## config.mk

```make
export PLATFORM = sky130hd
export DESIGN_NAME = rvfi_retire_tracker
export DESIGN_NICKNAME = d
export VERILOG_FILES = /design/src/rtl/rvfi_retire_tracker.sv
export SDC_FILE = /design/constraint.sdc
export NUM_CORES = 1
export LEC_CHECK = 0
export BUFFER_PORTS_ARGS = -buffer_cell sky130_fd_sc_hd__buf_2
export CORE_MARGIN = 3
export CORE_UTILIZATION = 51
export CTS_BUF_LIST = sky130_fd_sc_hd__clkbuf_16
export DETAILED_ROUTE_END_ITERATION = 10
export PLACE_DENSITY = 0.8
export SLEW_MARGIN = 0
export SYNTH_ARGS = -nofsm -noshare
export SYNTH_HDL_FRONTEND = slang
export SYNTH_SLANG_ARGS = --single-unit
export TNS_END_PERCENT = 1
```

## constraint.sdc

```tcl
create_clock -name clk -period 3 [get_ports clk]
set_input_delay 0.15 -clock clk [delete_from_list [all_inputs] [get_ports clk]]
set_output_delay 0.15 -clock clk [all_outputs]
set_load 0.05 [all_outputs]
```

## src/rtl/rvfi_retire_tracker.sv

```systemverilog
// rvfi_retire_tracker
// Numbers up to NRET RVFI retirements per cycle, checks PC continuity across and within
// cycles, runs a no-retire watchdog and folds every error source into one sticky verdict.
module rvfi_retire_tracker #(
    parameter int unsigned NRET    = 1,
    parameter int unsigned XLEN    = 32,
    parameter int unsigned ORDER_W = 64,
    parameter int unsigned ERR_W   = 16,
    parameter int unsigned TIMEOUT = 1024
) (
    input  logic                    clk,
    input  logic                    reset_n,
    input  logic [NRET-1:0]         rvfi_valid,
    input  logic [NRET*XLEN-1:0]    rvfi_pc_rdata,
    input  logic [NRET*XLEN-1:0]    rvfi_pc_wdata,
    input  logic                    done_i,
    input  logic [ERR_W-1:0]        errcode_i,
    output logic [NRET*ORDER_W-1:0] rvfi_order,
    output logic [ORDER_W-1:0]      retired_count,
    output logic                    pass,
    output logic                    fail,
    output logic [ERR_W-1:0]        fail_code,
    output logic [ORDER_W-1:0]      fail_order
);

    localparam logic [1:0] StIdle = 2'd0;
    localparam logic [1:0] StRun  = 2'd1;
    localparam logic [1:0] StPass = 2'd2;
    localparam logic [1:0] StFail = 2'd3;

    localparam logic [ERR_W-1:0] ErrPc      = {{(ERR_W-1){1'b1}}, 1'b0};
    localparam logic [ERR_W-1:0] ErrTimeout = {ERR_W{1'b1}};

    // Watchdog never needs to count past TIMEOUT-1: the event fires there and the FSM stops.
    localparam int unsigned       WdogW    = (TIMEOUT > 1) ? $clog2(TIMEOUT) : 1;
    localparam logic [WdogW-1:0] WdogLast = (TIMEOUT == 0) ? '0 : WdogW'(TIMEOUT - 1);

    logic [1:0]         state_q, state_d;
    logic [ORDER_W-1:0] count_q, count_d;
    logic [XLEN-1:0]    exp_pc_q, exp_pc_d;
    logic               exp_pc_vld_q, exp_pc_vld_d;
    logic [WdogW-1:0]   wdog_q, wdog_d;
    logic [ERR_W-1:0]   code_q, code_d;
    logic [ORDER_W-1:0] forder_q, forder_d;

    logic [ORDER_W-1:0] retire_cnt;
    logic               pc_err;
    logic [XLEN-1:0]    chain_pc;
    logic               chain_vld;
    logic               any_valid;
    logic               timeout;
    logic               active;

    assign any_valid = |rvfi_valid;
    assign active    = (state_q == StIdle) || (state_q == StRun);
    assign timeout   = (TIMEOUT != 0) && !any_valid && (wdog_q == WdogLast);

    // Per-lane order numbering and the PC chain walk, lowest lane first.
    // A lane chained to a lower valid lane in the same cycle is always checked; only a lane that
    // falls back on exp_pc is skipped while exp_pc is not yet known.
    always_comb begin
        retire_cnt = '0;
        pc_err     = 1'b0;
        chain_pc   = exp_pc_q;
        chain_vld  = exp_pc_vld_q;
        rvfi_order = '0;
        for (int k = 0; k < NRET; k++) begin
            rvfi_order[k*ORDER_W +: ORDER_W] = count_q + retire_cnt;
            if (rvfi_valid[k]) begin
                if (chain_vld && (rvfi_pc_rdata[k*XLEN +: XLEN] != chain_pc)) begin
                    pc_err = 1'b1;
                end
                chain_pc   = rvfi_pc_wdata[k*XLEN +: XLEN];
                chain_vld  = 1'b1;
                retire_cnt = retire_cnt + ORDER_W'(1);
            end
        end
    end

    // Next-state: prioritised event resolution; PASS/FAIL freeze everything.
    always_comb begin
        state_d      = state_q;
        count_d      = count_q;
        exp_pc_d     = exp_pc_q;
        exp_pc_vld_d = exp_pc_vld_q;
        wdog_d       = wdog_q;
        code_d       = code_q;
        forder_d     = forder_q;
        if (active) begin
            if (errcode_i != '0) begin
                state_d  = StFail;
                code_d   = errcode_i;
                forder_d = count_q;
            end else if (pc_err) begin
                state_d  = StFail;
                code_d   = ErrPc;
                forder_d = count_q;
            end else if (timeout) begin
                state_d  = StFail;
                code_d   = ErrTimeout;
                forder_d = count_q;
            end else begin
                count_d = count_q + retire_cnt;
                if (any_valid) begin
                    exp_pc_d     = chain_pc;
                    exp_pc_vld_d = 1'b1;
                    wdog_d       = '0;
                end else begin
                    wdog_d = wdog_q + WdogW'(1);
                end
                if (done_i) begin
                    state_d = StPass;
                end else if (any_valid) begin
                    state_d = StRun;
                end
            end
        end
    end

    // State registers.
    always_ff @(posedge clk or negedge reset_n) begin
        if (!reset_n) begin
            state_q      <= StIdle;
            count_q      <= '0;
            exp_pc_q     <= '0;
            exp_pc_vld_q <= 1'b0;
            wdog_q       <= '0;
            code_q       <= '0;
            forder_q     <= '0;
        end else begin
            state_q      <= state_d;
            count_q      <= count_d;
            exp_pc_q     <= exp_pc_d;
            exp_pc_vld_q <= exp_pc_vld_d;
            wdog_q       <= wdog_d;
            code_q       <= code_d;
            forder_q     <= forder_d;
        end
    end

    assign retired_count = count_q;
    assign pass          = (state_q == StPass);
    assign fail          = (state_q == StFail);
    assign fail_code     = code_q;
    assign fail_order    = forder_q;

endmodule
```

# Yosys cells after proc, flatten, opt, wreduce, memory -nomap -nowiden
# Cells that the tools add are included.
[word_totals] reg_bits=189 in_bits=84 out_inout_bits=210 wordCells=44
[classes] addsub=2 eq_ne=5 muxes=15 bitwise_logic=3 reduce_logical=12
[ops] operator="$mux W64" count=3
[ops] operator="$add A64 B1 Y64" count=1
[ops] operator="$mux W16" count=3
[ops] operator="$ne A32 B32 Y1" count=1
[ops] operator="$reduce_bool A16 Y1" count=1
[ops] operator="$add A10 B1 Y10 const B" count=1
[ops] operator="$eq A10 B10 Y1 const B" count=1
[ops] operator="$mux W10" count=1
[ops] operator="$mux W2" count=5
[ops] operator="$reduce_and A5 Y1" count=1
[ops] operator="$reduce_bool A5 Y1" count=1
[ops] operator="$eq A2 B2 Y1 const B" count=2
[ops] operator="$reduce_and A2 Y1" count=2
[ops] operator="$reduce_and A4 Y1" count=1
[ops] operator="$mux W1" count=3
[ops] operator="$not A1 Y1" count=3
[ops] operator="$reduce_bool A3 Y1" count=1
[ops] operator="$eq A2 B1 Y1 const B" count=1
[ops] operator="$logic_and A1 B1 Y1" count=2
[ops] operator="$logic_not A2 Y1" count=1
[ops] operator="$logic_not A1 Y1" count=1
[ops] operator="$logic_or A1 B1 Y1" count=1

# Longest topological paths before layout
[logic_depth] ltp_word=6 ltp_mapped=9 mapped_depth_nobuf=8

# Least setup slack after synthesis
# No wires, ideal clock.
[synth_path] path_kind="flip-flop to flip-flop" startpoint="register count_q[0] (netlist: retired_count[0])" endpoint="register count_q[43] (netlist: retired_count[43])" setup_time_ps=83 arrival_time_ps=2681 t_required_ps=2917 setup_slack_ps=237 path_stages_with_launch=10 n_path_buf=2 period_less_slack_ps=2763 path_cell_list="dfrtp_1 ha_1 and3_1 and4_1 clkbuf_1 nand2_1 or4_1 buf_6 nor4b_4 xor2_1"
[synth_via] elab_chain_cells=1
[synth_lines] item="start, declared" line="39" rtl="logic [ORDER_W-1:0] count_q, count_d;"
[synth_lines] item="start signal, assigned" line="132" rtl="count_q <= count_d;"
[synth_lines] item="$add A64 B1 Y64" line="103" rtl="count_d = count_q + retire_cnt;"
# No other way between the ends.
# A chain may end at the register's enable or synchronous reset.

# Worst setup path in the final report
[layout_path] startpoint="input port errcode_i[3]" endpoint="register count_q[43] (netlist: retired_count[43])"
[layout_via] elab_chain_cells=3
[layout_lines] item="start, declared" line="17" rtl="input logic [ERR_W-1:0] errcode_i,"
[layout_lines] item="$reduce_bool A16 Y1" line="90" rtl="if (errcode_i != '0) begin"
[layout_lines] item="$not A1 Y1 (no source line)"
[layout_lines] item="$reduce_and A4 Y1 (no source line)"
# No other way between the ends.

==> results.sh <==
export IMPL_place_congestion=0.812
export IMPL_worstPathArrival_ns=3.21
export IMPL_ys_seq_area_share_pct=52.7
export IMPL_total_power_uw=4990
export IMPL_fin_cells=1254
export IMPL_grt_pass1_wl_um=37500
export IMPL_ys_warn_count=0
export IMPL_portBuffers=293
export IMPL_syn_area_per_cell_um2=12.0
export IMPL_hold_path_class="in -> reg"
export IMPL_async_reset_ff_share_pct=100
export IMPL_clk_pin_slew_ns=0.07
export IMPL_dieArea_um2=19200
export IMPL_fmax_mhz=350
export IMPL_synth_edf_count=0
export IMPL_r2r_cells=7
export IMPL_intPower_uw=3830
export IMPL_cts_htree_levels=4
export IMPL_wl_per_cell_um=18.5
export IMPL_finalSetupViolCount=0
export IMPL_cts_tree="done"
export IMPL_start_util_pct=53.2
export IMPL_area_growth_pct=26.2
export IMPL_status="finished clean"
export IMPL_cts_buffers=17
export IMPL_grt_overflow=0
export IMPL_drc=0
export IMPL_place_inst=1172
export IMPL_r2r_slack_ns=0.23
export IMPL_hp_start="rvfi_valid"
export IMPL_grt_max_degree=90
export IMPL_slew_viol_final=0
export IMPL_ys_ff_latch=189
export IMPL_worstSetupStartpointType="primary input"
export IMPL_yosysUniqueCellTypes=46
export IMPL_detail_route_antenna_nets=0
export IMPL_nNetsFinal=1108
export IMPL_path_class="in -> reg"
export IMPL_endpoint_kind="register"
export IMPL_worstMarginPinSlew_ns=0.733
export IMPL_drt_pass1_iter_count=5
export IMPL_root_buffer="clkbuf_16"
export IMPL_syn_nets=834
export IMPL_crit_required_ns=3.35
export IMPL_ir_drop_v=0.000450
export IMPL_cts_setup_buffers=0
export IMPL_layout_common_cells="292 x buf_2, 189 x dfrtp_1, 64 x mux2_1"
export IMPL_final_common_cell="buf_2"
export IMPL_worstPathMaxFanout=7
export IMPL_timing_critical_path_to="retired_count[43]"
export IMPL_p_comb_share_pct=4.1
export IMPL_grt_use_total_pct=23.9
export IMPL_cts_sinks=189
export IMPL_clkPwrFrac_pct=44.9
export IMPL_synth_cells=747
export IMPL_switching_share_pct=23.2
export IMPL_startpoint="errcode_i[3]"
export IMPL_layout_setup_ws_ns=0.141
export IMPL_finalHoldViolations=0
export IMPL_clk_path_buf_depth=2
export IMPL_power_switching_uw=1160
export IMPL_viasPerCell=5.49
export IMPL_drv_cap=0
export IMPL_hold_depth=2
export IMPL_relSlewSlack_pct=51.1
export IMPL_row_count=47
export IMPL_seqPwrFrac_pct=51.0
export IMPL_setup_tns_final_ns=0
export IMPL_drt_total_wl_um=23200
export IMPL_synth_flop_cell="dfrtp_1"
export IMPL_period_needed_ns=2.86
export IMPL_io_pins=294
export IMPL_fin_skew_ns=0.0125
export IMPL_rr_startpoint="wdog_q[0]"
export IMPL_die_w_um=139
export IMPL_rsz0062_at_grt="false"
export IMPL_syn_area_um2=8970
export IMPL_first_global_vias=7115
export IMPL_place_ws_ns=0.249
export IMPL_pwr_density_cell_nw_per_um2=440
export IMPL_p_leak_uw=0.00639
export IMPL_r2r_end="retired_count[43]"
export IMPL_final_layout_size_suffix_gt1_share_pct=37.6
export IMPL_fp_dieH_um=139
export IMPL_drtIter0Drc=404
export IMPL_timing_hold_ws_ns=0.130
export IMPL_insertedDiodeCount=0
export IMPL_core_area_um2=16900
export IMPL_antenna_found_initial=0
export IMPL_dpl_hpwl_um=15400
export IMPL_min_period_over_period_pct=95.3
export IMPL_num_vias=6885
export IMPL_clock_latency_ns=0.43
metrics by stage:
step / cell area, um^2 / utilization (%)
after floorplan: 8970 / -
after global placement: 10200 / 60.7
after detailed placement: 10200 / 60.7
after CTS: 11300 / 67.1
after global routing: 11300 / 67.1
final: 11300 / 67.1
metal layers:
| layer | up-vias | share of wire, % | global-route usage, % |
|---|---|---|---|
| met3 | 54 | 6.3 | 5.93 |
| met2 | 273 | 52 | 42.0 |
| li1 | 3161 | - | - |
| met4 | 0 | 3.3 | 9.01 |
| met1 | 3397 | 39 | 28.5 |
| met5 | - | 0 | 0 |
area by class of cell:
type	instances	area [um^2]
Clock buffer	17	425
Clock inverter	15	155
Fill cell	1238	5550
Inverter	3	11.3
Multi-Input combinational cell	453	3630
Sequential cell	189	4730
Tap cell	220	275
Timing Repair Buffer	357	2110
flip-flops by register name (all words and copies together), names as in the netlist:
register       flops
fail_order        64
retired_count     64
exp_pc_q          32
fail_code         16
wdog_q            10
state_q            2
exp_pc_vld_q       1
power by group through the flow:
stage / logic, uW / clock network (uW) / registers [uW]
finish: 206 / 2240 / 2550
global route: 225 / 2390 / 2540
CTS: 202 / 2280 / 2550
detailed placement: 151 / 0 / 2600
global placement: 148 / 0 / 2600
floorplan: 27.5 / 0 / 2600
cells by family (layout without fill, tap and decap cells):
| logic type | after synthesis | count (layout) | share of synthesized area (%) |
|---|---|---|---|
| AND/OR/NAND/NOR | 219 | 219 | 14.8 |
| flip-flops | 189 | 189 | 52.7 |
| buffers and inverters | 105 | 392 | 7.17 |
| multiplexers | 99 | 99 | 12.4 |
| XOR/XNOR | 94 | 94 | 9.17 |
| AO/OA/AOI/OAI | 38 | 38 | 3.29 |
| adder cells (fa/ha/maj) | 3 | 3 | 0.418 |
Yosys cell counts, drive strengths merged (7+ instances only):
library cell  instances  area, um^2
nand2                24        90.1
o22a                 15         131
dfrtp               189        4730
nand4                27         175
mux2                 98        1100
xor2                 61         534
and2                  8        50.1
a21oi                 7        35.0
nand3                26         130
nor2                  9        33.8
xnor2                33         289
clkbuf               26        97.6
nor3                 40         215
buf                  76         534
nor4                 26         188
nor3b                 8        75.1
and4                  8        70.1
and3                 23         144
worst max-delay path: stages:
cell           delay, ns
dlygate4sd3_1       0.54
buf_2               0.14
nor4_2              0.32
nand4_2             0.26
or3_2               0.54
or4_1               0.78
nor4b_4             0.30
xor2_1              0.17
timing repair:
| action | CTS | global route |
|---|---|---|
| hold endpoints to repair | 137 | 0 |
| hold buffers | 50 | 0 |
| resized for setup | 0 | 0 |
how the worst min path moves through the flow:
stage,end,slack [ns]
5_1_grt,wdog_q[2],0.14
3_3_place_gp,fail_order[10],0.25
4_1_cts,wdog_q[3],0.11
6_report,wdog_q[2],0.13
2_1_floorplan,exp_pc_q[0],-0.15
3_5_place_dp,fail_order[19],0.26
Note: power is estimated with default switching activity, not from simulation.
